[config.mk]
export PLATFORM = sky130hd
export DESIGN_NAME = fp_align_stage
export DESIGN_NICKNAME = d
export VERILOG_FILES = /design/src/rtl/fp_align_stage.sv
export SDC_FILE = /design/constraint.sdc
export NUM_CORES = 1
export LEC_CHECK = 0
export BUFFER_PORTS_ARGS = -buffer_cell sky130_fd_sc_hd__buf_2
export CAP_MARGIN = 10
export CELL_PAD_IN_SITES_DETAIL_PLACEMENT = 0
export CELL_PAD_IN_SITES_GLOBAL_PLACEMENT = 1
export CORE_MARGIN = 5
export CORE_UTILIZATION = 25
export CTS_BUF_LIST = sky130_fd_sc_hd__clkbuf_2
export DETAILED_ROUTE_END_ITERATION = 7
export GPL_TIMING_DRIVEN = 1
export PLACE_DENSITY_LB_ADDON = 0.1
export SLEW_MARGIN = 20
export SYNTH_ARGS = -nofsm -noshare
export SYNTH_HDL_FRONTEND = slang
export SYNTH_SLANG_ARGS = --single-unit
[constraint.sdc]
create_clock -name i_clk -period 2.3 [get_ports i_clk]
set_input_delay 0.115 -clock i_clk [delete_from_list [all_inputs] [get_ports i_clk]]
set_output_delay 0.115 -clock i_clk [all_outputs]
set_load 0.1 [all_outputs]
[src/rtl/fp_align_stage.sv]
// FPU adder mantissa-alignment stage: shifts the smaller mantissa right by the
// exponent difference one bit per cycle, folding shifted-out bits into G/R/S.
module fp_align_stage #(
  parameter  int unsigned EXP_W  = 4,
  parameter  int unsigned MANT_W = 4,
  localparam int unsigned EXT_W  = MANT_W + 3
) (
  input  logic              i_clk,
  input  logic              i_rst_n,
  input  logic              i_valid,
  output logic              o_ready,
  input  logic [EXP_W-1:0]  i_exp_big,
  input  logic [EXP_W-1:0]  i_shift_amt,
  input  logic [MANT_W-1:0] i_mant_big,
  input  logic [MANT_W-1:0] i_mant_small,
  input  logic              i_sign_big,
  input  logic              i_sign_small,
  input  logic              i_flush,
  output logic              o_valid,
  input  logic              i_ready,
  output logic [EXP_W-1:0]  o_exp,
  output logic [EXT_W-1:0]  o_mant_big,
  output logic [EXT_W-1:0]  o_mant_small,
  output logic              o_sign_big,
  output logic              o_sign_small
);

  typedef enum logic [1:0] {IDLE, SHIFT, DONE} state_t;

  state_t           state;
  logic [EXP_W-1:0] cnt;
  logic             sat;

  assign sat = 32'(i_shift_amt) >= EXT_W;

  always_ff @(posedge i_clk or negedge i_rst_n) begin
    if (!i_rst_n) begin
      state        <= IDLE;
      cnt          <= '0;
      o_valid      <= 1'b0;
      o_ready      <= 1'b1;
      o_exp        <= '0;
      o_mant_big   <= '0;
      o_mant_small <= '0;
      o_sign_big   <= 1'b0;
      o_sign_small <= 1'b0;
    end else if (i_flush) begin
      state   <= IDLE;
      cnt     <= '0;
      o_valid <= 1'b0;
      o_ready <= 1'b1;
    end else begin
      unique case (state)
        IDLE: begin
          if (i_valid) begin
            o_exp        <= i_exp_big;
            o_sign_big   <= i_sign_big;
            o_sign_small <= i_sign_small;
            o_mant_big   <= {i_mant_big, 3'b000};
            // A shift past the whole extended width leaves only the sticky bit.
            if (sat) begin
              o_mant_small <= {{(EXT_W-1){1'b0}}, |i_mant_small};
              cnt          <= '0;
            end else begin
              o_mant_small <= {i_mant_small, 3'b000};
              cnt          <= i_shift_amt;
            end
            state   <= SHIFT;
            o_ready <= 1'b0;
          end
        end
        SHIFT: begin
          if (cnt == '0) begin
            state   <= DONE;
            o_valid <= 1'b1;
          end else begin
            o_mant_small <= {1'b0, o_mant_small[EXT_W-1:2],
                             o_mant_small[1] | o_mant_small[0]};
            cnt          <= cnt - {{(EXP_W-1){1'b0}}, 1'b1};
          end
        end
        DONE: begin
          if (i_ready) begin
            state   <= IDLE;
            o_valid <= 1'b0;
            o_ready <= 1'b1;
          end
        end
        default: begin
          state   <= IDLE;
          o_valid <= 1'b0;
          o_ready <= 1'b1;
        end
      endcase
    end
  end

endmodule
# After elaboration in Yosys (flattened, before gate mapping)
# Index checks and enable logic that the tools add are counted.
# W data, S select, Z words.
# totals
ff_bits	25
input_bits	23
out_inout_bits	22
# classes
n_addsub	1
magnitude_cmp	1
eq_ne	10
muxes	22
n_bitwise	2
reduce_logical	11
# ops
cell	n
$mux W7	3
$mux W4	4
$reduce_and A3 Y1	5
$pmux W7 S2	1
$ne A3 B3 Y1 const B	4
$mux W2	4
$ne A2 B2 Y1 const B	4
$pmux W4 S2	1
$mux W1	6
$pmux W1 S3	2
$pmux W2 S3	1
$ge A4 B3 Y1 const B	1
$logic_not A4 Y1	1
$reduce_and A4 Y1	1
$reduce_or A4 Y1	1
$sub A4 B1 Y4 const B	1
$reduce_bool A3 Y1	1
$eq A2 B1 Y1 const B	1
$eq A2 B2 Y1 const B	1
$logic_not A2 Y1	1
$reduce_bool A2 Y1	1
$not A1 Y1	1
$or A1 B1 Y1	1

# Depth between registers and ports, before layout
# Gate-level depths: netlist of run 1.
# depth
ltp_word	5
mapped_depth	8

# Least setup slack after synthesis of run 1
# OpenSTA, ideal clock, no wires.
# synth_path
path_kind	flip-flop to flip-flop
startpoint	register cnt[0]
endpoint	register o_mant_small[2]
setup_ps	123
t_arrival_ps	1627
t_required_ps	2177
setup_slack_ps	550
path_stages_with_launch	8
n_path_buf	2
synth_period_minus_slack_ps	1750
cell_sequence	dfrtp_1 > inv_1 > ha_1 > and4bb_1 > buf_6 > or3_1 > buf_6 > a22o_1
# synth_between
elab_chain_cells	3
# synth_lines
element	line	text
start, declared	31	logic [EXP_W-1:0] cnt;
start signal, assigned	66	cnt <= i_shift_amt;
start signal, assigned	79	cnt <= cnt - {{(EXP_W-1){1'b0}}, 1'b1};
$logic_not A4 Y1	73	if (cnt == '0) begin
$ne A2 B2 Y1 (no line)	-	
$reduce_and A4 Y1 (no line)	-	
end signal, assigned	62	o_mant_small <= {{(EXT_W-1){1'b0}}, |i_mant_small};
end signal, assigned	65	o_mant_small <= {i_mant_small, 3'b000};
end signal, assigned	77	o_mant_small <= {1'b0, o_mant_small[EXT_W-1:2],
end, declared	23	output logic [EXT_W-1:0] o_mant_small,
# Every way passes these cells.
# A chain may end at the register's enable or synchronous reset.

# Worst setup path after layout of run 1
# layout_path
startpoint	register cnt[0]
endpoint	register o_valid
# layout_between
elab_chain_cells	3
# layout_lines
element	line	text
$logic_not A4 Y1	73	
$ne A3 B3 Y1 (no line)	-	
$reduce_and A3 Y1 (no line)	-	
end signal, assigned	75	o_valid <= 1'b1;
end signal, assigned	85	o_valid <= 1'b0;
end signal, assigned	91	o_valid <= 1'b0;
end, declared	19	output logic o_valid,
# Every way passes these cells.

==> results of run 1 <==
kinds of logic (layout without fill, tap and decap cells):
group | Yosys count | after routing
buffers and inverters | 16 | 70
DFF | 25 | 25
muxes | 11 | 11
adders and majority gates | 2 | 2
and+or+nand+nor | 36 | 36
other | 1 | 3
AOI/OAI and AO/OA | 27 | 27
timing repair:
item	4_1_cts	5_1_grt
endpoints found under the hold margin	36	4
hold buffers	14	4
gates resized for setup	0	0
setup endpoints to repair	0	0
setup buffers	0	0
report_power, final:
group	internal [mW]	switching (mW)	leakage, nW
sequential	0.566	0.0889	0.310
clock	0.0459	0.133	0.0166
combinational	0.283	1.04	0.460
through the flow:
stage	instances	power (mW)	area, um2
after floorplan	120	1.758	1301
after global placement	222	1.971	1538
after detailed placement	222	1.968	1538
after CTS	240	2.184	1698
after global routing	244	2.283	1738
final	244	2.158	1738
registers in the layout (all words and copies together) (netlist names):
signal / count
o_valid: 1
cnt: 4
o_sign_big: 1
o_ready: 1
o_mant_small: 7
o_sign_small: 1
o_mant_big: 4
o_exp: 4
state: 2
critical path, delay by kind of cell (launching register included):
family,cells,cell delay [ns]
simple gates,1,0.40
fa+ha+maj,1,0.18
compound gates,2,0.21
flops,1,0.45
buf+inv,2,0.65
per-layer routing:
metal  share of wire [%]  GRT usage [%]
met1                  45          13.24
met2                  49          17.37
met3                 4.8          2.741
met4                 1.0          3.488
met5                   0              0
cells in the final DEF, fill, tap and decap left out, types with 2 or more instances in the layout:
cell type      count
buf_2             41
dfrtp_1           24
dlygate4sd3_1     18
mux2_2            10
nand3_1            8
nand2_1            5
inv_1              4
a21oi_1            4
clkbuf_2           4
nor2_1             3
nand2b_1           3
o31ai_1            3
o21ai_0            3
nor3_1             3
a311oi_1           3
conb_1             3
or3_1              2
a31oi_1            2
a2111oi_0          2
or3b_2             2
a22o_1             2
o211ai_1           2
ha_1               2
buf_4              2
area by class of cell:
class	count	area (um2)
fillers	564	3337
flip-flops and latches	25	626.9
well taps	70	87.58
multi-input cells	79	583.1
inverters	5	20.02
clock buffers	4	20.02
repair buffers	61	400.4
worst paths after layout:
kind / startpoint / slack (ns) / cells after the start / endpoint
hold reg to reg: o_mant_small[0] / 0.54 / 1 / o_mant_small[0]
setup / recovery: cnt[0] / 0.38 / 6 / o_valid
hold / removal: i_mant_small[3] / 0.02 / 3 / o_mant_small[6]
min in group asynchronous: i_rst_n / 0.27 / 2 / o_valid
setup reg to reg: cnt[0] / 0.38 / 6 / o_valid
max in group asynchronous: i_rst_n / 1.65 / 2 / cnt[1]
==> summary.txt, run 1 <==
Flow run
  – Max-Cap Viols: 0

Timing
  – Fin Setup TNS: 0 ns
  – Min Clock Period, post-route: 1.923 ns
  – Final worst slack: 0.3768 ns
  – Max-slew violation count: 0
  – Fin Hold WS: 0.02261 ns
  – Final setup vio count: 0
  – Clock Skew: 0.003108 ns
  – RSZ-0062 raised after global routing: false
  – Worst slew margin: 60.31%
  – Period utilization: 83.62%
  – FMAX: 520.0 MHz
  – Hold Fails Final Rpt: 0
  – Worst Tran Pin Value: 0.5954 ns

Cells and area
  – Layout cell share with drive strength beyond 1: 36.78%
  – Ant diodes: 0
  – Layout Nets: 200
  – Finished Core Util: 34.25%
  – Area growth syn-to-layout: 34.33%

CTS
  – Clock tree buffer depth: 2
  – CTS tree: built
  – Cts bufs inserted: 3
  – Clock slew at the register clock pins of the worst setup and hold paths: 0.24 ns
  – CTS Sinks: 25
  – H-tree lvl count: 1
  – Clock Latency Late Sink: 0.34 ns
  – CTS Root Cell: clkbuf_2

Setup path
  – Worst setup EP type: register
  – Setup CP Type: reg -> reg
  – Critical path required time: 2.61 ns
  – Arrival @ worst endpoint: 2.23 ns
  – Crit-path cells: inv_1 > ha_1 > and4bb_1 > o21bai_1 > a21oi_1 > dlygate4sd3_1
  – Crit-path max cell delay: 0.55 ns
  – Max FO, Critical Path: 10
  – Slowest CP cell: dlygate4sd3_1
  – CP startpoint kind: register

Drt
  – Vias: 1107
  – Post-DRT Antenna Nets: 0
  – Final Routed Wirelength: 3289 um
  – DR WL/cell: 13.48 um
  – Starting DRT DRC Count: 80
  – Avg Vias per Cell: 4.537
  – DRC viols: 0
  – DRT Pass-1 Iters: 4

Global route
  – Largest net degree at the start of global routing: 26
  – Initial antenna violation count: 0
  – All-Layer GR Usage: 10.50%
  – Vias in the first global route: 1149
  – Global-route wire length before repair: 5333 um
  – Grt total ovfl: 0

Synthesis
  – Post-synthesis xor/xnor area fraction: 0%
  – Synth Area in Compound Gates: 15.57%
  – Share of the synthesized area in the top cell type: 46.42%
  – Leading post-synthesis cells by cell area: dfrtp_1, mux2_2, nand3_1
  – Post-Synth Adder-Cell Area: 1.934%
  – Count leader, synth: dfrtp_1
  – Area leader, netlist: dfrtp_1
  – Syn avg cell area: 10.96 um2
  – Synth Area in Simple Gates: 16.73%
  – Multiplexer area fraction after synthesis: 9.478%
  – Most frequent cells after synthesis: dfrtp_1, mux2_2, nand3_1, nand2_1
  – Mapped Area: 1294 um2
  – Ys async rst share: 100.0%
  – Register area share after synthesis: 48.45%
  – Synth Warn #: 0
  – #FFs+latches synth: 25
  – Synth Instances: 118
  – Prevailing post-synth register cell: dfrtp_1
  – Post-synth EDFFs: 0
  – Largest family of logic cells by synthesized area: simple AND/OR/NAND/NOR gates
  – Netlist cell types: 45

Pwr
  – Worst vdd ir: 856.6 uV
  – Power Density: 1242 nW/um2
  – Leak: 0.7864 nW

Place
  – Pre-CTS WS: 0.4667 ns
  – Routability cong.: 0.7792
  – # port buffers: 41
  – DP HPWL: 2450 um

Floorplan
  – Die area: 6713 um2
  – Row count: 26
  – Io pins: 45
  – Core Footprint: 5075 um2
  – Starting Density: 25.49%
  – Die height: 81.94 um
  – Die width: 81.94 um

Worst hold path
  – Worst hold path class: in -> reg

Run status
  – Outcome: completed
No activity file was read; power rests on OpenSTA's default activity.
==> run 2, diff against run 1 <==
- ABC_AREA: default -> 1
- clock period: 2.3 -> 2 ns (I/O delays scaled with it)
==> summary.txt, run 2 <==
Run status
  – Outcome: completed

Cells and area
  – Most frequent cells in the layout: nand2_1, buf_2, dfrtp_1
  – Most common cell after layout, fill and taps aside: nand2_1
  – Post-route cell area: 1727 um2 (-0.65%)
  – Finished Core Util: 34.47% (+0.22 points)
  – Layout Nets: 250 (+25%)
  – Fill count: 570 (+1.1%)
  – Multi-input logic area: 519.2 um2 (-11%)
  – Largest register FFs: 7 (unchanged)
  – FF/Latch Area: 626.9 um2 (unchanged)
  – Layout cell share with drive strength beyond 1: 23.66% (-13 points)
  – Biggest register: o_mant_small
  – Ant diodes: 0 (unchanged)
  – Area growth syn-to-layout: 36.36%

Setup path
  – Worst R2R Path Depth: 3 (-3)
  – Critical path required time: 2.29 ns (-0.32 ns)
  – CP startpoint kind: register
  – Setup CP Type: reg -> reg
  – Worst setup EP type: register
  – Max FO, Critical Path: 21 (+11)
  – Arrival @ worst endpoint: 1.86 ns (-0.37 ns)

Place
  – Pre-CTS WS: 0.4446 ns (-0.02210 ns)
  – # port buffers: 41 (unchanged)
  – Routability cong.: 0.7288 (-6.5%)
  – DP HPWL: 2380 um (-2.8%)
  – Post-DP Area: 1534 um2 (-0.24%)

Timing
  – Min Clock Period, post-route: 1.569 ns (-0.3539 ns)
  – Max-slew violation count: 0 (unchanged)
  – RSZ-0062 raised after global routing: false
  – Final setup vio count: 0 (unchanged)
  – Final worst slack: 0.4307 ns (+0.05391 ns)
  – Worst Tran Pin Value: 0.6076 ns (+0.01223 ns)
  – Fin Setup TNS: 0 ns (unchanged)
  – FMAX: 637.2 MHz (+23%)
  – Hold Fails Final Rpt: 0 (unchanged)
  – Clock Skew: 0.002977 ns (-0.0001302 ns)
  – Worst slew margin: 59.38% (-0.93 points)
  – Fin Hold WS: 0.08788 ns (+0.06527 ns)
  – Period utilization: 78.47% (-5.2 points)

Synthesis
  – Prevailing post-synth register cell: dfrtp_1
  – Synth Instances: 165 (+40%)
  – Share of the synthesized area in the top cell type: 47.43% (+1.0 points)
  – Count leader, synth: nand2_1
  – Area leader, netlist: dfrtp_1
  – #FFs+latches synth: 25 (unchanged)
  – Leading post-synthesis cells by cell area: dfrtp_1, nand2_1, o21ai_0
  – Netlist cell types: 21 (-53%)
  – Post-synth EDFFs: 0 (unchanged)
  – Syn avg cell area: 7.674 um2 (-30%)
  – Mapped Area: 1266 um2 (-2.1%)
  – Most frequent cells after synthesis: nand2_1, dfrtp_1, inv_1, o21ai_0, nand3_1
  – Synth Warn #: 0 (unchanged)
  – Ys async rst share: 100.0% (unchanged)
  – Register area share after synthesis: 49.51% (+1.1 points)

Pwr
  – Worst vdd ir: 455.3 uV (-47%)
  – Leak: 0.9554 nW (+21%)
  – Power Density: 1117 nW/um2 (-10%)

Flow run
  – Max-Cap Viols: 0 (unchanged)

Drt
  – DR WL/cell: 10.97 um (-19%)
  – Avg Vias per Cell: 4.034 (-11%)
  – Starting DRT DRC Count: 48 (-40%)
  – DRT Pass-1 Iters: 4 (unchanged)
  – Vias: 1186 (+7.1%)
  – DRC viols: 0 (unchanged)
  – Final Routed Wirelength: 3225 um (-1.9%)
  – Post-DRT Antenna Nets: 0 (unchanged)

Global route
  – Largest net degree at the start of global routing: 26 (unchanged)
  – All-Layer GR Usage: 10.45% (-0.055 points)
  – Initial antenna violation count: 0 (unchanged)
  – Grt total ovfl: 0 (unchanged)
  – Vias in the first global route: 1191 (+3.7%)
  – Global-route wire length before repair: 5340 um (+0.13%)

Worst hold path
  – Worst hold path class: in -> reg
  – Hold depth: 5 (+2)

CTS
  – CTS Sinks: 25 (unchanged)
  – CTS tree: built
  – Post-CTS Repair Setup Buffers: 0 (unchanged)
  – Clock slew at the register clock pins of the worst setup and hold paths: 0.26 ns (+0.02 ns)
  – Clock Latency Late Sink: 0.36 ns (+0.02 ns)
  – H-tree lvl count: 1 (unchanged)
  – # resized after CTS: 0 (unchanged)
  – Clock tree buffer depth: 2 (unchanged)
  – CTS Root Cell: clkbuf_2
  – Cts bufs inserted: 3 (unchanged)

Floorplan
  – Io pins: 45 (unchanged)
  – Die area: 6588 um2 (-1.9%)
  – Die width: 81.17 um (-0.94%)
  – Die height: 81.17 um (-0.94%)
  – Core Footprint: 5010 um2 (-1.3%)
  – Starting Density: 25.27% (-0.22 points)
  – Row count: 26 (unchanged)
run 2: cell types whose count changed after synthesis, sizes merged, moves of 4 or more:
cell,delta
nand2,+56
inv,+19
o21ai,+16
mux2,-10
nand3,+7
nor2,+7
a21oi,-4
buf,-4
run 2: per-layer routing:
layer / up-vias / share of wire, % / track usage (%)
li1: 622 / - / -
met3: 2 / 3.2 / 2.328
met5: - / 0 / 0
met1: 540 / 46 / 13.31
met4: 0 / 0.71 / 4.054
met2: 22 / 50 / 17.16
run 2: worst max-delay path, cell delays in order (launching register included):
cell	delay [ns]
dfrtp_1	0.49
nor2_1	0.19
nand3_1	0.46
o21ai_0	0.35
run 2: repair_timing:
item / in CTS / in global routing
hold endpoints to repair: 40 / 0
hold buffers: 17 / 0
endpoints found under the setup margin: 0 / 0
run 2: worst paths after layout:
kind                                 from              end  slack [ns]
hold / removal             i_shift_amt[2]           cnt[2]        0.09
setup / recovery                 state[1]    o_mant_big[4]        0.43
min in group asynchronous         i_rst_n  o_mant_small[5]        0.23
setup reg to reg                 state[1]    o_mant_big[4]        0.43
hold reg to reg                   o_ready          o_ready        0.49
max in group asynchronous         i_rst_n          o_ready        1.39
run 2: through the flow:
stage          cells  total power [mW]
2_1_floorplan    167             1.524
3_3_place_gp     273             1.701
3_5_place_dp     273             1.707
4_1_cts          294             1.959
5_1_grt          294             2.047
6_report         294             1.928
run 2: cells by family (layout without fill, tap and decap cells):
family	after synthesis	count (layout)	synth area share, %
and+or+nand+nor	88	88	30.04
buffers and inverters	29	86	10.08
DFF	25	25	49.51
AOI/OAI and AO/OA	20	20	8.103
adders and majority gates	2	2	1.976
other	1	3	0.2962
run 2: final cells by class:
type                            count  share of cell area, %
Timing Repair Buffer               58                  21.74
Multi-Input combinational cell    113                  30.07
Inverter                           24                  5.507
Clock inverter                      1                 0.4348
Tap cell                           70                  5.072
Clock buffer                        3                 0.8696
Sequential cell                    25                  36.30
run 2: report_power, final:
| group | total [mW] | internal (mW) | switching, mW |
|---|---|---|---|
| clock network | 0.214 | 0.0463 | 0.168 |
| registers | 0.667 | 0.606 | 0.0612 |
| logic | 1.05 | 0.179 | 0.868 |
| total | 1.93 | 0.831 | 1.10 |
